===== config.mk =====
export PLATFORM = sky130hd
export DESIGN_NAME = chunked_adder
export DESIGN_NICKNAME = d
export VERILOG_FILES = /design/src/rtl/chunked_adder_pkg.sv /design/src/rtl/chunked_adder_fast_adder.sv /design/src/rtl/chunked_adder.sv
export SDC_FILE = /design/constraint.sdc
export NUM_CORES = 1
export LEC_CHECK = 0
export BUFFER_PORTS_ARGS = -buffer_cell sky130_fd_sc_hd__clkbuf_2
export CORE_MARGIN = 2
export CORE_UTILIZATION = 35
export CTS_BUF_LIST = sky130_fd_sc_hd__clkbuf_2
export CTS_CLUSTER_SIZE = 40
export DETAILED_ROUTE_END_ITERATION = 16
export HOLD_SLACK_MARGIN = 0.12
export PLACE_DENSITY = 0.64
export SLEW_MARGIN = 20
export SYNTH_ARGS = -nofsm -noshare
export SYNTH_HDL_FRONTEND = slang
export SYNTH_SLANG_ARGS = --single-unit

===== constraint.sdc =====
create_clock -name clk_in -period 3.75 [get_ports clk_in]
set_input_delay 0.75 -clock clk_in [delete_from_list [all_inputs] [get_ports clk_in]]
set_output_delay 0.75 -clock clk_in [all_outputs]
set_load 0.1 [all_outputs]

===== src/rtl/chunked_adder_pkg.sv =====
// Shared encodings for the chunked adder: operation modes and FSM states.
package chunked_adder_pkg;

    typedef enum logic [1:0] {
        MODE_ADD = 2'b00,
        MODE_ADC = 2'b01,
        MODE_SUB = 2'b10,
        MODE_INC = 2'b11
    } mode_e;

    typedef enum logic [1:0] {
        ST_IDLE = 2'b00,
        ST_RUN  = 2'b01,
        ST_DONE = 2'b10
    } state_e;

endpackage


===== src/rtl/chunked_adder_fast_adder.sv =====
// FastAdder: BITS-wide carry-lookahead adder, every carry formed directly from g/p terms.
module FastAdder #(
    parameter int unsigned BITS = 4
) (
    input  logic [BITS-1:0] a,
    input  logic [BITS-1:0] b,
    input  logic            c_in,
    output logic [BITS-1:0] sum,
    output logic            c_out
);

    logic [BITS-1:0] g;
    logic [BITS-1:0] p;
    logic [BITS:0]   c;
    logic            c_acc;
    logic            p_acc;

    // Generate/propagate and flattened lookahead carry equations.
    always_comb begin
        g     = a & b;
        p     = a ^ b;
        c     = '0;
        c_acc = 1'b0;
        p_acc = 1'b1;
        c[0]  = c_in;
        for (int i = 0; i < int'(BITS); i++) begin
            c_acc = 1'b0;
            p_acc = 1'b1;
            for (int j = i; j >= 0; j--) begin
                c_acc = c_acc | (p_acc & g[j]);
                p_acc = p_acc & p[j];
            end
            c[i+1] = c_acc | (p_acc & c_in);
        end
        sum   = p ^ c[BITS-1:0];
        c_out = c[BITS];
    end

endmodule


===== src/rtl/chunked_adder.sv =====
// Multi-cycle adder: processes WIDTH bits CHUNK at a time through one lookahead adder.
module chunked_adder
    import chunked_adder_pkg::*;
#(
    parameter int unsigned WIDTH = 16,
    parameter int unsigned CHUNK = 4
) (
    input  logic             clk_in,
    input  logic             rst_n_in,
    input  logic             start_in,
    input  logic [1:0]       mode_in,
    input  logic [WIDTH-1:0] a_in,
    input  logic [WIDTH-1:0] b_in,
    input  logic             c_in,
    output logic             busy_out,
    output logic             done_out,
    output logic [WIDTH-1:0] sum_out,
    output logic             c_out,
    output logic             v_out,
    output logic             z_out
);

    localparam int unsigned N     = WIDTH / CHUNK;
    localparam int unsigned IDX_W = (N > 1) ? $clog2(N) : 1;

    // Reject parameter sets that do not split into whole chunks.
    generate
        if ((CHUNK == 0) || (CHUNK > WIDTH) || ((WIDTH % CHUNK) != 0)) begin : g_bad_params
            $fatal(1, "chunked_adder: WIDTH must be a nonzero multiple of CHUNK");
        end
    endgenerate

    state_e             state_q, state_d;
    logic [WIDTH-1:0]   a_q, a_d;
    logic [WIDTH-1:0]   b_q, b_d;
    logic               carry_q, carry_d;
    logic [IDX_W-1:0]   idx_q, idx_d;
    logic [WIDTH-1:0]   sum_d;
    logic               c_d, v_d, z_d;
    logic               load;
    logic [CHUNK-1:0]   a_chunk;
    logic [CHUNK-1:0]   b_chunk;
    logic [CHUNK-1:0]   chunk_sum;
    logic               chunk_cout;

    FastAdder #(
        .BITS (CHUNK)
    ) u_fast_adder (
        .a     (a_chunk),
        .b     (b_chunk),
        .c_in  (carry_q),
        .sum   (chunk_sum),
        .c_out (chunk_cout)
    );

    // Select the operand chunk addressed by the index.
    always_comb begin
        a_chunk = '0;
        b_chunk = '0;
        for (int unsigned k = 0; k < N; k++) begin
            if (idx_q == IDX_W'(k)) begin
                a_chunk = a_q[k*CHUNK +: CHUNK];
                b_chunk = b_q[k*CHUNK +: CHUNK];
            end
        end
    end

    // Next-state, operand capture and result update.
    always_comb begin
        state_d = state_q;
        a_d     = a_q;
        b_d     = b_q;
        carry_d = carry_q;
        idx_d   = idx_q;
        sum_d   = sum_out;
        c_d     = c_out;
        v_d     = v_out;
        z_d     = z_out;
        load    = 1'b0;

        unique case (state_q)
            ST_IDLE: begin
                if (start_in) begin
                    load = 1'b1;
                end
            end
            ST_RUN: begin
                for (int unsigned k = 0; k < N; k++) begin
                    if (idx_q == IDX_W'(k)) begin
                        sum_d[k*CHUNK +: CHUNK] = chunk_sum;
                    end
                end
                carry_d = chunk_cout;
                if (idx_q == IDX_W'(N - 1)) begin
                    // Carry into the MSB is recovered from the MSB sum bit.
                    c_d     = chunk_cout;
                    v_d     = (a_chunk[CHUNK-1] ^ b_chunk[CHUNK-1] ^ chunk_sum[CHUNK-1]) ^ chunk_cout;
                    z_d     = (sum_d == '0);
                    state_d = ST_DONE;
                end else begin
                    idx_d = idx_q + IDX_W'(1);
                end
            end
            ST_DONE: begin
                if (start_in) begin
                    load = 1'b1;
                end else begin
                    state_d = ST_IDLE;
                end
            end
            default: begin
                state_d = ST_IDLE;
            end
        endcase

        if (load) begin
            state_d = ST_RUN;
            a_d     = a_in;
            idx_d   = '0;
            case (mode_e'(mode_in))
                MODE_ADD: begin
                    b_d     = b_in;
                    carry_d = 1'b0;
                end
                MODE_ADC: begin
                    b_d     = b_in;
                    carry_d = c_in;
                end
                MODE_SUB: begin
                    b_d     = ~b_in;
                    carry_d = 1'b1;
                end
                MODE_INC: begin
                    b_d     = '0;
                    carry_d = 1'b1;
                end
            endcase
        end
    end

    // State, datapath and registered outputs.
    always_ff @(posedge clk_in or negedge rst_n_in) begin
        if (!rst_n_in) begin
            state_q  <= ST_IDLE;
            a_q      <= '0;
            b_q      <= '0;
            carry_q  <= 1'b0;
            idx_q    <= '0;
            sum_out  <= '0;
            c_out    <= 1'b0;
            v_out    <= 1'b0;
            z_out    <= 1'b0;
            busy_out <= 1'b0;
            done_out <= 1'b0;
        end else begin
            state_q  <= state_d;
            a_q      <= a_d;
            b_q      <= b_d;
            carry_q  <= carry_d;
            idx_q    <= idx_d;
            sum_out  <= sum_d;
            c_out    <= c_d;
            v_out    <= v_d;
            z_out    <= z_d;
            busy_out <= (state_d == ST_RUN);
            done_out <= (state_d == ST_DONE);
        end
    end

endmodule


# [Word-level counts from Yosys, hierarchy flattened]
# Cells that the tools add are included.
[op_classes] addsub=1 eq_ne=11 reduce_logical=10 n_bitwise=33 muxes=29
[ops] operator="4-bit two-way mux" count=16
[ops] operator="16-bit one-hot mux with 3 select lines" count=1
[ops] operator="1-bit AND" count=16
[ops] operator="16-bit logical NOT" count=1
[ops] operator="16-bit inverter" count=1
[ops] operator="2-bit equality test (second input constant)" count=6
[ops] operator="2-bit two-way mux" count=6
[ops] operator="1-bit OR" count=10
[ops] operator="2-bit by 1-bit equality test with 1-bit output (second input constant)" count=4
[ops] operator="4-bit XOR" count=2
[ops] operator="2-bit logical NOT" count=3
[ops] operator="2-bit one-hot mux with 3 select lines" count=1
[ops] operator="2-bit OR reduction" count=3
[ops] operator="4-bit AND" count=1
[ops] operator="1-bit two-way mux" count=4
[ops] operator="2-bit AND reduction" count=2
[ops] operator="1-bit one-hot mux with 3 select lines" count=1
[ops] operator="1-bit XOR" count=3
[ops] operator="2-bit by 1-bit adder with 2-bit output (second input constant)" count=1
[ops] operator="2-bit inequality test (second input constant)" count=1
[ops] operator="2-bit nonzero test" count=1
[totals] input_bits=38 reg_bits=58

# [Depth between registers and ports, before layout]
[logic_depth] word_depth=14 depth_mapped=12 depth_no_buf=11

# [Hierarchy]
# Synthesis repeated with hierarchy kept, for this count alone.
[unflattened] hier_cells=258 area_unflattened_um2=2851.5
[modules_own_cells] mod="chunked_adder" seq_area_each_um2=1451.4 instances=1 cells_each=241 area_each_um2=2703.8
[modules_own_cells] mod="FastAdder" seq_area_each_um2=0.0 instances=1 cells_each=17 area_each_um2=147.6

# [Worst setup path before layout]
# Ideal clock, no wire load.
[synth_timing] kind="register to register" startpoint="register idx_q[0]" endpoint="register z_out" stages_incl_launch_ff=12 n_path_buf=1 synth_period_minus_slack_ps=2769 arrival_ps=2646 slack_ps=981 t_required_ps=3627 path_cell_list="dfrtp_1 inv_1 ha_1 nor2b_1 clkbuf_1 a221oi_1 o31ai_1 ha_1 a211o_1 a21oi_2 xor2_2 a32o_1"
[synth_via] elab_chain_cells=14 word_cells_on_any_way=40 cone_classes="eq/ne: 3; mux: 16; bitwise: 18; reduce/logical: 3"
[synth_lines] item="start, declared" line_no="chunked_adder.sv:37" source="logic [IDX_W-1:0] idx_q, idx_d;"
[synth_lines] item="start signal, assigned" line_no="chunked_adder.sv:160" source="idx_q <= idx_d;"
[synth_lines] item="2-bit logical NOT" line_no="chunked_adder.sv:61, chunked_adder.sv:89"
[synth_lines] item="4-bit two-way mux (4 in series)" line_no="chunked_adder.sv:61" source="if (idx_q == IDX_W'(k)) begin"
[synth_lines] item="4-bit XOR / 4-bit AND (equally long branches)" line_no="chunked_adder_fast_adder.sv:21, chunked_adder_fast_adder.sv:20"
[synth_lines] item="1-bit AND, on equally long branches" line_no="chunked_adder_fast_adder.sv:30, chunked_adder_fast_adder.sv:31"
[synth_lines] item="1-bit OR (tied with other cells)" line_no="chunked_adder_fast_adder.sv:30" source="c_acc = c_acc | (p_acc & g[j]);"
[synth_lines] item="1-bit OR / 1-bit AND (equally long branches)" line_no="chunked_adder_fast_adder.sv:30, chunked_adder_fast_adder.sv:33"
[synth_lines] item="1-bit OR" line_no="chunked_adder_fast_adder.sv:33" source="c[i+1] = c_acc | (p_acc & c_in);"
[synth_lines] item="4-bit XOR" line_no="chunked_adder_fast_adder.sv:35" source="sum = p ^ c[BITS-1:0];"
[synth_lines] item="4-bit two-way mux" line_no="chunked_adder.sv:89" source="if (idx_q == IDX_W'(k)) begin"
[synth_lines] item="4-bit two-way mux" line_no="chunked_adder.sv:81" source="unique case (state_q)"
[synth_lines] item="16-bit logical NOT" line_no="chunked_adder.sv:98" source="z_d = (sum_d == '0);"
[synth_lines] item="end signal, assigned" line_no="chunked_adder.sv:164" source="z_out <= z_d;"
[synth_lines] item="end, declared" line_no="chunked_adder.sv:20" source="output logic z_out"
# Parallel ways exist; a longest one is shown, timed or not. The select of a mux whose other input is x is not followed.
# A chain may end at the register's enable or synchronous reset.

# [Worst setup path in the final report]
[layout_timing] startpoint="register idx_q[1]" endpoint="register sum_out[3]"
[layout_via] elab_chain_cells=13 word_cells_on_any_way=25 cone_classes="eq/ne: 3; mux: 10; bitwise: 11; reduce/logical: 1"
[layout_lines] item="2-bit logical NOT" line_no="chunked_adder.sv:61, chunked_adder.sv:89"
[layout_lines] item="4-bit two-way mux (4 in series)" line_no="chunked_adder.sv:61"
[layout_lines] item="4-bit XOR / 4-bit AND (equally long branches)" line_no="chunked_adder_fast_adder.sv:21, chunked_adder_fast_adder.sv:20"
[layout_lines] item="1-bit AND, on equally long branches" line_no="chunked_adder_fast_adder.sv:30, chunked_adder_fast_adder.sv:31"
[layout_lines] item="1-bit OR (tied with other cells)" line_no="chunked_adder_fast_adder.sv:30"
[layout_lines] item="1-bit OR / 1-bit AND (equally long branches)" line_no="chunked_adder_fast_adder.sv:30, chunked_adder_fast_adder.sv:33"
[layout_lines] item="1-bit OR" line_no="chunked_adder_fast_adder.sv:33"
[layout_lines] item="4-bit XOR" line_no="chunked_adder_fast_adder.sv:35"
[layout_lines] item="4-bit two-way mux (*)" line_no="chunked_adder.sv:89"
[layout_lines] item="4-bit two-way mux (*)" line_no="chunked_adder.sv:81"
[layout_lines] item="end signal, assigned" line_no="chunked_adder.sv:161" source="sum_out <= sum_d;"
[layout_lines] item="end, declared" line_no="chunked_adder.sv:17" source="output logic [WIDTH-1:0] sum_out,"
# Mark *: on every way between the ends. The rest lies on a longest branch, timed or not. The select of a mux whose other input is x is not followed.

==> out/results.tsv <==
metric	value	unit
outcome	finished, final reports clean	
fp-row-count	32	
nFillCells	777	
antennaDiodeCount	0	
share_of_final_layout_standard_cells_stronger_than_drive_strength_1	0.3509	
min-delay-path-class	primary input to asynchronous set/reset pin	
hold_buffers	0	
synthFlopType	dfrtp_1	
critical_path_arrival	3.56	ns
vias_in_the_first_global_route	2022	
clkTransAtPathRegs	0.14	ns
postRouteWirelength	5931	um
post-cts-setup-buffer-count	0	
postSynth.asyncResetShare	1.000	
wl_per_cell	13.99	um
clk_path_buf_depth	2	
synthSimpleGateAreaFrac	0.1287	
pin_count_of_the_biggest_net_entering_global_routing	55	
worst_margin_slew	0.9736	ns
min_period	3.201	ns
vias_per_cell	4.929	
cts_inserted_buffers	9	
achievable-frequency	312.4	MHz
type_of_destination_of_the_critical_path	register	
grtUsageTotal	0.1491	
instances_no_fill	424	
ctsRootBufferMaster	clkbuf_2	
yosys.cell_types.count	41	
synth_adder_area_share	0.04203	
synth-warning-count	0	
io_count	59	
die_outline_area	8904	sq um
timing.final.setup_violations	0	
critPathLaunchType	register	
number_of_design_rule_violations_left_by_the_first_detailed_router_iteration	98	
clock_sink_count	58	
timing.critical_path.required	4.11	ns
synth-seq-area-share	0.5079	
rsz0062_at_grt	no	
drcViolationCount	0	
dpl.cell_count	408	
most_common_cell_after_layout_fill_and_taps_aside	clkbuf_2	
synth_compound_gate_area_share	0.1318	
most-common-layout-cells	clkbuf_2, dfrtp_1, nand2_1	
final_max_slew_viol_count	0	
detail_route.first_pass.iterations	4	
dieWidth	94.36	um
syn_to_final_growth	15.15	%
post_cts_resize_count	0	
cts.htree.levels	3	
design.final.nets	364	
synth_seq_cells	58	
wire_length_of_the_first_global_routing_pass	9908	um
placement.cell_area	3217	sq um
syn_nets	308	
multi_input_logic_area	1316	sq um
final.setup.tns	0	ns
gp_congestion	0.8818	
grt.overflow.total	0	
slew_headroom	0.3509	
clk_latency	0.49	ns
synthXorXnorAreaFrac	0.01182	
port_buffers	58	
die_height	94.36	um
synth.avg_cell_area	10.95	sq um
synth_edf_count	0	
netlist_area	2858	sq um
grt_antenna_before_repair	0	
starting_density_of_the_core	0.3660	
critical_path_class	register to register	
finalClockSkew	0.02629	ns
floorplan.core_area	7807	sq um
area.sequential	1451	sq um
final_design_area_no_fill	3291	sq um
combinational_family_with_the_most_area_after_synthesis	multiplexers	
final-hold-violation-count	0	
synth.area.mux_share	0.1454	
netlist_instances	261	
detailedPlacementHpwl	4456	um
vias	2090	
drtAntennaViolNets	0	
maxCapViolations	0	
final_min_period_over_clock_period	0.8537	
cts_tree	built	
path_max_fanout	12	
==> per-layer routing <==
| metal | track usage | part of all wire | vias to the layer above |
|---|---|---|---|
| met4 | 0.08213 | 0.033 | 0 |
| met2 | 0.2119 | 0.44 | 68 |
| li1 | - | - | 1043 |
| met3 | 0.05507 | 0.052 | 16 |
| met1 | 0.1965 | 0.47 | 963 |
| met5 | 0 | 0 | - |
==> final cells by class <==
| type | count | area share |
|---|---|---|
| Timing Repair Buffer | 59 | 0.09049 |
| Sequential cell | 58 | 0.4411 |
| Inverter | 5 | 0.007224 |
| Tap cell | 102 | 0.03878 |
| Clock buffer | 10 | 0.01521 |
| Clock inverter | 6 | 0.007224 |
| Multi-Input combinational cell | 184 | 0.4000 |
==> synthesized netlist by cell type (all sizes together), types with 2 or more instances <==
cell | count | area [sq um]
buf | 6 | 28.77
a21oi | 6 | 33.78
ha | 8 | 100.1
nor2b | 9 | 63.81
o31ai | 7 | 52.55
clkbuf | 8 | 40.04
nand2 | 45 | 176.4
o21ai | 32 | 160.1
o22ai | 3 | 18.77
nor4 | 4 | 25.02
nand3b | 4 | 30.03
nor2 | 2 | 7.510
dfrtp | 58 | 1451
and3 | 2 | 13.77
mux2 | 36 | 405.4
nand2b | 3 | 18.77
inv | 4 | 15.01
a221oi | 7 | 61.31
nand3 | 2 | 10.01
xor2 | 2 | 25.03
==> critical path: stages (launching register included) <==
cell	delay [ns]
dfrtp_1	0.42
inv_1	0.08
ha_1	0.34
nor2b_1	0.47
a221oi_1	0.15
o31ai_1	0.39
ha_1	0.33
a211o_1	0.31
a21oi_2	0.20
xor2_2	0.26
o21ai_0	0.14
==> registers in the layout, summed over array words and instances (netlist names), 2 cells and up <==
| signal | cells |
|---|---|
| b_q | 16 |
| a_q | 16 |
| state_q | 2 |
| idx_q | 2 |
| sum_out | 16 |
==> logic make-up (layout without fill, tap and decap cells) <==
logic type,Yosys count,after routing
AO/OA/AOI/OAI,61,61
XOR/XNOR,3,3
adder cells (fa/ha/maj),9,9
buffers and inverters,19,80
flip-flops,58,58
multiplexers,37,37
AND/OR/NAND/NOR,74,74
==> through the flow <==
stage / utilization / hold slack, ns / worst slack [ns]
floorplan: - / 0.4501 / 0.9809
CTS: 0.4215 / 0.2487 / 0.5394
finish: 0.4215 / 0.2794 / 0.5487
global route: 0.4215 / 0.2715 / 0.2560
global placement: 0.4120 / 0.4553 / 0.6357
detailed placement: 0.4120 / 0.4576 / 0.5655
==> final timing paths <==
check                                      from                endpoint  slack [ns]  cells after the start
min in group clk_in           c_out$_DFFE_PN0P_       c_out$_DFFE_PN0P_        0.48                      2
hold reg to reg               c_out$_DFFE_PN0P_       c_out$_DFFE_PN0P_        0.48                      2
setup reg to reg           idx_q[1]$_DFFE_PN0P_  sum_out[3]$_DFFE_PN0P_        0.55                     10
hold / removal                         rst_n_in    state_q[0]$_DFF_PN0_        0.28                      1
max in group asynchronous              rst_n_in     a_q[14]$_DFFE_PN0P_        2.61                      2
setup / recovery           idx_q[1]$_DFFE_PN0P_  sum_out[3]$_DFFE_PN0P_        0.55                     10
Power is left out: the tool's default activity adds up to more than one toggle a clock period on the data nets, which glitch-free logic cannot reach.
